### src/rtl/id_ex_hazard_ctrl_if.sv
// Control bus between the ID/EX hazard sequencer and the pipeline registers/PC mux.
// The sequencer takes the slave modport; the pipeline datapath takes master.
interface id_ex_hazard_ctrl_if #(
  parameter int unsigned EXC_CNT_W = 8
);
  logic                 id_valid;
  logic [4:0]           id_rs;
  logic [4:0]           id_rt;
  logic                 ex_mem_read;
  logic [4:0]           ex_rt;
  logic                 ex_md_start;
  logic                 branch_taken;
  logic                 exception;
  logic                 pc_write;
  logic                 if_id_write;
  logic                 if_id_flush;
  logic                 id_ex_write;
  logic                 id_ex_bubble;
  logic                 ex_mem_bubble;
  logic                 epc_load;
  logic [1:0]           pc_sel;
  logic                 md_busy;
  logic [EXC_CNT_W-1:0] exc_cnt;
  logic [1:0]           state_dbg;

  modport master (
    output id_valid, id_rs, id_rt, ex_mem_read, ex_rt, ex_md_start,
           branch_taken, exception,
    input  pc_write, if_id_write, if_id_flush, id_ex_write, id_ex_bubble,
           ex_mem_bubble, epc_load, pc_sel, md_busy, exc_cnt, state_dbg
  );

  modport slave (
    input  id_valid, id_rs, id_rt, ex_mem_read, ex_rt, ex_md_start,
           branch_taken, exception,
    output pc_write, if_id_write, if_id_flush, id_ex_write, id_ex_bubble,
           ex_mem_bubble, epc_load, pc_sel, md_busy, exc_cnt, state_dbg
  );
endinterface

### src/rtl/id_ex_hazard_ctrl.sv
// Pipeline sequencer: load-use stall, branch squash, mult/div stall and
// exception flush control for the IF/ID, ID/EX and EX/MEM registers.
module id_ex_hazard_ctrl #(
  parameter int unsigned MD_LAT    = 4,
  parameter int unsigned EXC_CNT_W = 8
) (
  input  logic                clk,
  input  logic                rst_n,
  id_ex_hazard_ctrl_if.slave  bus
);

  typedef enum logic [1:0] {
    RUN       = 2'b00,
    MD_WAIT   = 2'b01,
    EXC_FLUSH = 2'b10
  } state_t;

  localparam logic [3:0] MD_LOAD = 4'(MD_LAT - 2);

  state_t               state, state_nx;
  logic [3:0]           md_cnt, md_cnt_nx;
  logic                 md_skip, md_skip_nx;
  logic [EXC_CNT_W-1:0] exc_cnt;
  logic                 exc_take;
  logic                 load_use;

  logic       pc_write, if_id_write, if_id_flush, id_ex_write;
  logic       id_ex_bubble, ex_mem_bubble, epc_load, md_busy;
  logic [1:0] pc_sel;

  assign load_use = bus.id_valid && bus.ex_mem_read && (bus.ex_rt != 5'd0) &&
                    ((bus.ex_rt == bus.id_rs) || (bus.ex_rt == bus.id_rt));

  always_comb begin
    state_nx      = state;
    md_cnt_nx     = md_cnt;
    md_skip_nx    = 1'b0;
    exc_take      = 1'b0;
    pc_write      = 1'b1;
    if_id_write   = 1'b1;
    id_ex_write   = 1'b1;
    if_id_flush   = 1'b0;
    id_ex_bubble  = 1'b0;
    ex_mem_bubble = 1'b0;
    epc_load      = 1'b0;
    md_busy       = 1'b0;
    pc_sel        = 2'b00;

    unique case (state)
      RUN: begin
        if (bus.exception) begin
          exc_take = 1'b1;
        end else if (bus.branch_taken) begin
          pc_sel       = 2'b01;
          if_id_flush  = 1'b1;
          id_ex_bubble = 1'b1;
        end else if (bus.ex_md_start && !md_skip) begin
          md_busy       = 1'b1;
          pc_write      = 1'b0;
          if_id_write   = 1'b0;
          id_ex_write   = 1'b0;
          ex_mem_bubble = 1'b1;
          md_cnt_nx     = MD_LOAD;
          // MD_LAT=2 needs only this cycle of stall, so MD_WAIT is skipped
          if (MD_LAT > 2) state_nx = MD_WAIT;
          else            md_skip_nx = 1'b1;
        end else if (load_use) begin
          pc_write     = 1'b0;
          if_id_write  = 1'b0;
          id_ex_bubble = 1'b1;
        end
      end
      MD_WAIT: begin
        if (bus.exception) begin
          exc_take  = 1'b1;
          md_cnt_nx = '0;
        end else begin
          md_busy       = 1'b1;
          pc_write      = 1'b0;
          if_id_write   = 1'b0;
          id_ex_write   = 1'b0;
          ex_mem_bubble = 1'b1;
          md_cnt_nx     = md_cnt - 4'd1;
          if (md_cnt <= 4'd1) begin
            md_cnt_nx  = '0;
            md_skip_nx = 1'b1;
            state_nx   = RUN;
          end
        end
      end
      EXC_FLUSH: begin
        if_id_flush   = 1'b1;
        id_ex_bubble  = 1'b1;
        ex_mem_bubble = 1'b1;
        state_nx      = RUN;
      end
      default: state_nx = RUN;
    endcase

    if (exc_take) begin
      epc_load      = 1'b1;
      pc_sel        = 2'b10;
      if_id_flush   = 1'b1;
      id_ex_bubble  = 1'b1;
      ex_mem_bubble = 1'b1;
      state_nx      = EXC_FLUSH;
    end
  end

  always_ff @(posedge clk or negedge rst_n) begin
    if (!rst_n) begin
      state   <= RUN;
      md_cnt  <= '0;
      md_skip <= 1'b0;
      exc_cnt <= '0;
    end else begin
      state   <= state_nx;
      md_cnt  <= md_cnt_nx;
      md_skip <= md_skip_nx;
      if (exc_take && (exc_cnt != '1)) exc_cnt <= exc_cnt + 1'b1;
    end
  end

  // Controls are gated by rst_n so they drop the instant reset asserts.
  assign bus.pc_write      = rst_n & pc_write;
  assign bus.if_id_write   = rst_n & if_id_write;
  assign bus.if_id_flush   = rst_n & if_id_flush;
  assign bus.id_ex_write   = rst_n & id_ex_write;
  assign bus.id_ex_bubble  = rst_n & id_ex_bubble;
  assign bus.ex_mem_bubble = rst_n & ex_mem_bubble;
  assign bus.epc_load      = rst_n & epc_load;
  assign bus.md_busy       = rst_n & md_busy;
  assign bus.pc_sel        = rst_n ? pc_sel : 2'b00;
  assign bus.exc_cnt       = exc_cnt;
  assign bus.state_dbg     = state;

endmodule
### src/flat_wrapper.sv
// flat-port wrapper written by rule: the top's interface ports become plain ports
module id_ex_hazard_ctrl_flat 
#(
  parameter int unsigned MD_LAT    = 4,
  parameter int unsigned EXC_CNT_W = 8
)
  (clk, rst_n, bus_id_valid, bus_id_rs, bus_id_rt, bus_ex_mem_read, bus_ex_rt, bus_ex_md_start, bus_branch_taken, bus_exception, bus_pc_write, bus_if_id_write, bus_if_id_flush, bus_id_ex_write, bus_id_ex_bubble, bus_ex_mem_bubble, bus_epc_load, bus_pc_sel, bus_md_busy, bus_exc_cnt, bus_state_dbg);
  id_ex_hazard_ctrl_if #(.EXC_CNT_W(EXC_CNT_W)) bus_i ();
  input  logic clk;
  input  logic rst_n;
  input wire logic [$bits(bus_i.id_valid)-1:0] bus_id_valid;
  input wire logic [$bits(bus_i.id_rs)-1:0] bus_id_rs;
  input wire logic [$bits(bus_i.id_rt)-1:0] bus_id_rt;
  input wire logic [$bits(bus_i.ex_mem_read)-1:0] bus_ex_mem_read;
  input wire logic [$bits(bus_i.ex_rt)-1:0] bus_ex_rt;
  input wire logic [$bits(bus_i.ex_md_start)-1:0] bus_ex_md_start;
  input wire logic [$bits(bus_i.branch_taken)-1:0] bus_branch_taken;
  input wire logic [$bits(bus_i.exception)-1:0] bus_exception;
  output wire logic [$bits(bus_i.pc_write)-1:0] bus_pc_write;
  output wire logic [$bits(bus_i.if_id_write)-1:0] bus_if_id_write;
  output wire logic [$bits(bus_i.if_id_flush)-1:0] bus_if_id_flush;
  output wire logic [$bits(bus_i.id_ex_write)-1:0] bus_id_ex_write;
  output wire logic [$bits(bus_i.id_ex_bubble)-1:0] bus_id_ex_bubble;
  output wire logic [$bits(bus_i.ex_mem_bubble)-1:0] bus_ex_mem_bubble;
  output wire logic [$bits(bus_i.epc_load)-1:0] bus_epc_load;
  output wire logic [$bits(bus_i.pc_sel)-1:0] bus_pc_sel;
  output wire logic [$bits(bus_i.md_busy)-1:0] bus_md_busy;
  output wire logic [$bits(bus_i.exc_cnt)-1:0] bus_exc_cnt;
  output wire logic [$bits(bus_i.state_dbg)-1:0] bus_state_dbg;
  assign bus_i.id_valid = bus_id_valid;
  assign bus_i.id_rs = bus_id_rs;
  assign bus_i.id_rt = bus_id_rt;
  assign bus_i.ex_mem_read = bus_ex_mem_read;
  assign bus_i.ex_rt = bus_ex_rt;
  assign bus_i.ex_md_start = bus_ex_md_start;
  assign bus_i.branch_taken = bus_branch_taken;
  assign bus_i.exception = bus_exception;
  assign bus_pc_write = bus_i.pc_write;
  assign bus_if_id_write = bus_i.if_id_write;
  assign bus_if_id_flush = bus_i.if_id_flush;
  assign bus_id_ex_write = bus_i.id_ex_write;
  assign bus_id_ex_bubble = bus_i.id_ex_bubble;
  assign bus_ex_mem_bubble = bus_i.ex_mem_bubble;
  assign bus_epc_load = bus_i.epc_load;
  assign bus_pc_sel = bus_i.pc_sel;
  assign bus_md_busy = bus_i.md_busy;
  assign bus_exc_cnt = bus_i.exc_cnt;
  assign bus_state_dbg = bus_i.state_dbg;
  id_ex_hazard_ctrl #(.MD_LAT(MD_LAT), .EXC_CNT_W(EXC_CNT_W)) u_core (.clk(clk), .rst_n(rst_n), .bus(bus_i));
endmodule
### config.mk
export PLATFORM = sky130hd
export DESIGN_NAME = id_ex_hazard_ctrl_flat
export DESIGN_NICKNAME = d
export VERILOG_FILES = /design/src/rtl/id_ex_hazard_ctrl_if.sv /design/src/rtl/id_ex_hazard_ctrl.sv /design/src/flat_wrapper.sv
export SDC_FILE = /design/constraint.sdc
export NUM_CORES = 1
export LEC_CHECK = 0
export ABC_CLOCK_PERIOD_IN_PS = 1740
export CAP_MARGIN = 40
export CORE_ASPECT_RATIO = 0.75
export CORE_UTILIZATION = 39
export DETAILED_ROUTE_END_ITERATION = 8
export GPL_ROUTABILITY_DRIVEN = 0
export GPL_TIMING_DRIVEN = 0
export PLACE_DENSITY = 0.75
export REMOVE_ABC_BUFFERS = 1
export SYNTH_ARGS = -nofsm -noshare
export SYNTH_HDL_FRONTEND = slang
export SYNTH_SLANG_ARGS = --single-unit
### constraint.sdc
create_clock -name clk -period 1.74 [get_ports clk]
set_clock_uncertainty 0.1 [all_clocks]
set_input_delay 0.348 -clock clk [delete_from_list [all_inputs] [get_ports clk]]
set_output_delay 0.348 -clock clk [all_outputs]
set_load 0.02 [all_outputs]
Yosys cells after proc, flatten, opt, wreduce, memory -nomap -nowiden
Cells that the tools add are included.
{ "word_totals": {"register_bits": 15, "inputBits": 22, "output_inout_bits": 20, "word_cells": 90} }
{ "classes": {"magnitude_cmp": 1, "addsub": 2, "n_eq_ne": 13, "muxes": 50, "bitwise_logic": 7, "n_reduce_logical": 13} }
{ "op_table": {"columns": ["cell", "n"], "rows": [
  ["$mux 1", 27],
  ["$mux 2", 10],
  ["$mux 4", 5],
  ["$eq 5x5->1", 2],
  ["$pmux 1 s2", 5],
  ["$ne 3x2->1 const B", 3],
  ["$add 8x1->8 const B", 1],
  ["$ne 8x8->1 const B", 1],
  ["$pmux 4 s2", 1],
  ["$and 1x1->1", 7],
  ["$ne 3x1->1 const B", 2],
  ["$logic_and 1x1->1", 5],
  ["$reduce_and 5->1", 1],
  ["$reduce_bool 5->1", 1],
  ["$le 4x1->1 const B", 1],
  ["$ne 2x2->1 const B", 2],
  ["$pmux 2 s2", 1],
  ["$reduce_and 4->1", 1],
  ["$sub 4x1->4 const B", 1],
  ["$pmux 1 s3", 1],
  ["$eq 2x1->1 const B", 1],
  ["$eq 2x2->1 const B", 1],
  ["$logic_not 2->1", 1],
  ["$ne 2x1->1 const B", 1],
  ["other kinds (4)", 4]
]} }

Depth between registers and ports, before layout
{ "depth": {"word_depth": 10, "ltp_mapped": 6, "ltp_nobuf": 6} }

Worst setup path before layout
No wires, ideal clock.
{ "synth_timing": {"kind": "flip-flop to output port", "from": "register u_core.state[0], in the netlist u_core.bus.state_dbg[0]", "to": "output bus_pc_write", "arrival_time_ns": 1.602, "path_buffers": 1, "path_stages_with_launch": 5, "setup_slack_ns": -0.310, "required_ns": 1.292, "path_cell_list": "dfrtp_1 o21ai_0 nand2_1 a31oi_1 buf_4"} }
{ "synth_via": {"elab_chain_cells": 3, "word_cells_on_any_way": 4, "cone_classes": "eq/ne: 1; mux: 1; bitwise: 1; reduce/logical: 1"} }
{ "synth_rtl": {"columns": ["element", "line_no", "source"], "rows": [
  ["start, declared", "id_ex_hazard_ctrl.sv:20", "state_t state, state_nx;"],
  ["start signal, assigned", "id_ex_hazard_ctrl.sv:117", "state <= state_nx;"],
  ["$eq 2x1->1 or $logic_not 2->1 (tied branches)", null, null],
  ["$pmux 1 s2 (*)", null, null],
  ["$and 1x1->1 (*)", null, null],
  ["end, declared", "flat_wrapper.sv:19", "output wire logic [$bits(bus_i.pc_write)-1:0] bus_pc_write;"]
]} }
Every way passes the cells marked *; elsewhere a longest branch is shown, timed or not.

Final worst setup path
{ "layout_timing": {"from": "register u_core.state[1], in the netlist u_core.bus.state_dbg[1]", "to": "output bus_id_ex_bubble"} }
{ "layout_via": {"elab_chain_cells": 5, "word_cells_on_any_way": 8, "cone_classes": "eq/ne: 2; mux: 3; bitwise: 1; reduce/logical: 2"} }
{ "layout_rtl": {"columns": ["element", "line_no", "source"], "rows": [
  ["$eq 2x1->1 or $logic_not 2->1 (tied branches)", "id_ex_hazard_ctrl.sv:49", "unique case (state)"],
  ["$reduce_or 2->1 (no source line)", null, null],
  ["$mux 1", null, null],
  ["$mux 1 (*)", "id_ex_hazard_ctrl.sv:100", "if (exc_take) begin"],
  ["$and 1x1->1 (*)", "id_ex_hazard_ctrl.sv:129", "assign bus.id_ex_bubble = rst_n & id_ex_bubble;"],
  ["end, declared", "flat_wrapper.sv:23", "output wire logic [$bits(bus_i.id_ex_bubble)-1:0] bus_id_ex_bubble;"]
]} }
Marks and branches as above.

==> impl.org <==
** Synthesis
- Counting every instance in the synthesized netlist gives 106.
- In this run the mean area of a mapped cell was 9.183 µm².
- In this run, synthesis produced a sequential element count of 15.
- Summing every instance area after synthesis gives 973.4 µm².
- After synthesis, flip-flops and latches occupy 38.56% of the total area.
- Count of synthesis-stage warnings from yosys :: 0
- Yosys mapped the design onto 33 distinct sky130hd cell types.

** Die
- Die span in y :: 45.27 µm
- Row Count :: 15
- Placeable core region :: 2327 µm²
- For this design the top-level I/O count stands at 42.
- The floorplan step defined a die boundary enclosing 2702 µm².
- For this configuration, the core starts out at a cell density of 41.83%.
- From left edge to right edge, the die measures 59.69 µm.

** Global routing
- Maximum number of pins on one net before global-route repair :: 16
- Overflow left after global routing :: 0
- The first global-routing pass estimated 3946 µm of wire.
- The via count of the first global-routing pass was 916.
- The initial antenna violation count is 0.
- All-Layer GR Usage :: 19.86%

** Clock network
- For this design, the sink count on the clock tree is 15.
- H-Tree Depth :: 1
- Cell chosen for the clock root :: sky130_fd_sc_hd__clkbuf_4
- TritonCTS built the clock tree.
- Counting along the longest clock path gives a buffer depth of 2.
- Clock insertion delay at the later pin of the skew report :: 0.27 ns
- After clock tree synthesis, the clock-pin slew on the worst setup and hold paths is 0.09 ns.
- Buffers inserted during clock tree synthesis total 3.

** Timing
- Setup repair after global routing missed its margin :: true
- Period minus WS final :: 1.848 ns
- PnR worst setup slack :: -0.1082 ns
- Final-report setup violation count :: 5
- Worst Hold Margin :: 0.4158 ns
- At the pin with the least slew margin, the transition time is 0.6861 ns.
- Worst slew margin relative to its limit :: 54.11%
- Dividing the final minimum period by the clock period gives 106.2%.
- Maximum clock frequency :: 541.1 MHz
- The number of hold violations in the final report was 0.
- Final Max Slew Viols :: 0

** Placement
- Placed instance area :: 1411 µm²
- Dpl hpwl :: 1874 µm
- Port buffer count :: 41
- # placed instances :: 179

** Worst hold path
- Counting instances, the worst hold path has a depth of 1.
- Min-Delay Path Class :: reg -> reg

** Routing
- Iteration count of the initial detailed-routing pass :: 4
- After the first detailed-routing iteration, the DRC count stood at 50.
- Antenna Nets Post-Route :: 0
- Vias post-DR :: 981
- Total length of routed wires :: 2664 µm
- Using the TritonRoute via totals, the vias-per-cell ratio works out to 5.083.
- After detailed routing, the number of remaining DRC violations is 0.
- Dividing the detail-routed wire length by the instance count gives 13.80 µm.

** Critical path
- The worst setup path is captured at a primary output.
- Crit-path most repeated cell :: sky130_fd_sc_hd__buf_6
- The largest individual stage delay along the critical path comes from the cell sky130_fd_sc_hd__dfrtp_2.
- Along the worst path, the maximum fanout reaches 4.
- In this design, the stage delay of the slowest critical-path cell is 0.46 ns.
- Reg2reg path depth :: 5
- Data arrives at the worst endpoint at 1.40 ns.
- Critical-path cell list :: buf_6 -> o21ai_2 -> a21oi_2 -> a41o_1 -> buf_6
- Crit path required time :: 1.29 ns
- CP Launch Type :: flop
- The worst setup path is of the reg -> out kind.

** Final layout
- Non-filler cells in the finished layout :: 193
- Area added between synthesis and finish :: 54.88%
- 0 antenna diodes ended up in the layout.
- Of the cells placed in the final design, the portion with a size suffix greater than 1 is 27.67%.
- Fin util :: 64.78%
- Commonest cells after routing, fill and taps aside :: 23 x sky130_fd_sc_hd__dlygate4sd2_1, 14 x sky130_fd_sc_hd__nand2_1, 13 x sky130_fd_sc_hd__xnor2_1, 13 x sky130_fd_sc_hd__buf_4, 13 x sky130_fd_sc_hd__dfrtp_1
- Reg area :: 377.9 µm²
- Most common cell after layout, fill and taps aside :: sky130_fd_sc_hd__dlygate4sd2_1
- The multi-input combinational cells in the finished layout cover a total of 604.3 µm².
- Once layout is done, the placed cells without fillers occupy 1508 µm².
- Total number of nets in the final design :: 185
- Filler cell count :: 216

** Pwr
- In this run the static leakage power is 0.7424 nW.
- Power consumption :: 0.001325 W
- Cell Pwr Density :: 879.0 nW/µm²
- IR Drop Worst-Case VDD :: 0.7758 mV

** Status
- The final reports fail on negative setup slack.
- The run finished, with violations left.

** Flow run
- Max-cap violations :: 0
[worst max-delay path: cells and delay by family, from the launching register on]
kind / cells / cell delay (ns)
flops: 1 / 0.46
compound gates: 3 / 0.41
buf+inv: 2 / 0.26
[sequential cells by signal (all words and copies together) (netlist names)]
| signal | count |
|---|---|
| u_core.bus.exc_cnt | 8 |
| u_core.bus.state_dbg | 2 |
| u_core.md_cnt | 4 |
| u_core.md_skip | 1 |
[final timing paths]
check	slack, ns	startpoint	to
min in group asynchronous	0.54	rst_n	u_core.bus.exc_cnt[6]
hold / removal	0.42	u_core.bus.exc_cnt[7]	u_core.bus.exc_cnt[7]
max in group asynchronous	0.53	rst_n	u_core.bus.state_dbg[0]
hold reg to reg	0.42	u_core.bus.exc_cnt[7]	u_core.bus.exc_cnt[7]
setup / recovery	-0.11	u_core.bus.state_dbg[1]	bus_id_ex_bubble
setup reg to reg	0.15	u_core.md_cnt[0]	u_core.md_cnt[0]
[cell families (layout without fill, tap and decap cells)]
| family | count (synthesis) | in the layout | synth area share (%) |
|---|---|---|---|
| xor+xnor | 17 | 17 | 15.30 |
| buf+inv | 9 | 62 | 4.369 |
| mux | 2 | 2 | 2.185 |
| flops | 15 | 15 | 38.56 |
| fa+ha+maj | 3 | 3 | 3.856 |
| compound gates | 19 | 19 | 13.88 |
| simple gates | 41 | 41 | 21.85 |
[repair_timing]
item / in CTS / in global routing
endpoints found under the setup margin: 20 / 10
hold buffers: 1 / 0
pin swaps: 16 / 10
gates resized for setup: 94 / 17
setup buffers: 7 / 3
hold endpoints to repair: 15 / 0
[metal layers]
metal	global-route usage, %	share of wire, %	vias to the layer above
met5	0	0	-
met3	6.017	9.2	2
met4	7.442	0.45	0
met2	33.11	46	45
met1	24.37	44	464
li1	-	-	470
[where the power goes]
part	switching (W)	total (W)	leakage [nW]	internal, W
clock	0.000105	0.000194	0.0150	0.0000887
combinational	0.000313	0.000574	0.536	0.000261
sequential	0.000122	0.000558	0.191	0.000435
total	0.000540	0.00133	0.742	0.000785
[Yosys cell counts]
library cell | instances | area, µm²
sky130_fd_sc_hd__nand2b_4 | 1 | 13.76
sky130_fd_sc_hd__nand4_1 | 1 | 6.260
sky130_fd_sc_hd__xor2_1 | 4 | 35.03
sky130_fd_sc_hd__xnor2_1 | 13 | 113.9
sky130_fd_sc_hd__a21boi_0 | 1 | 7.510
sky130_fd_sc_hd__dfrtp_1 | 15 | 375.4
sky130_fd_sc_hd__nor4b_1 | 1 | 8.760
sky130_fd_sc_hd__o311a_1 | 1 | 10.01
sky130_fd_sc_hd__nor2_1 | 7 | 26.28
sky130_fd_sc_hd__and3_1 | 2 | 12.51
sky130_fd_sc_hd__o21a_2 | 1 | 8.760
sky130_fd_sc_hd__clkinv_2 | 1 | 5.000
sky130_fd_sc_hd__nor3_2 | 1 | 10.01
sky130_fd_sc_hd__o31a_1 | 2 | 17.52
sky130_fd_sc_hd__o21bai_1 | 1 | 7.510
sky130_fd_sc_hd__a31oi_1 | 1 | 6.260
sky130_fd_sc_hd__a21oi_1 | 6 | 30.03
sky130_fd_sc_hd__nand4_2 | 1 | 12.51
sky130_fd_sc_hd__nor4_1 | 1 | 6.260
sky130_fd_sc_hd__nand2b_1 | 1 | 6.260
sky130_fd_sc_hd__nand2_1 | 14 | 52.55
sky130_fd_sc_hd__inv_1 | 6 | 22.52
sky130_fd_sc_hd__o22ai_1 | 1 | 6.260
sky130_fd_sc_hd__mux2_2 | 1 | 11.26
sky130_fd_sc_hd__buf_4 | 2 | 15.01
sky130_fd_sc_hd__mux2i_1 | 1 | 10.01
sky130_fd_sc_hd__nand3_1 | 5 | 25.02
sky130_fd_sc_hd__nor3b_1 | 1 | 7.510
sky130_fd_sc_hd__o21ai_4 | 1 | 16.27
sky130_fd_sc_hd__ha_1 | 3 | 37.54
sky130_fd_sc_hd__o21ai_0 | 3 | 15.01
sky130_fd_sc_hd__nor3_1 | 5 | 25.02
sky130_fd_sc_hd__a41o_1 | 1 | 10.01
[metrics by stage]
stage                     setup TNS [ns]  setup WS [ns]
after floorplan                  -0.7378        -0.3224
after global placement            -11.10         -1.224
after detailed placement          -11.53         -1.249
after CTS                        -0.3716       -0.09667
after global routing              -1.072        -0.1994
final                            -0.4421        -0.1082
[final cells by class]
type / count / area share (%)
clock buffers: 4 / 1.743
flip-flops and latches: 15 / 25.06
repair buffers: 51 / 28.46
multi-input cells: 82 / 40.08
inverters: 7 / 1.826
well taps: 34 / 2.822
Power figures use the tool's default switching activity.
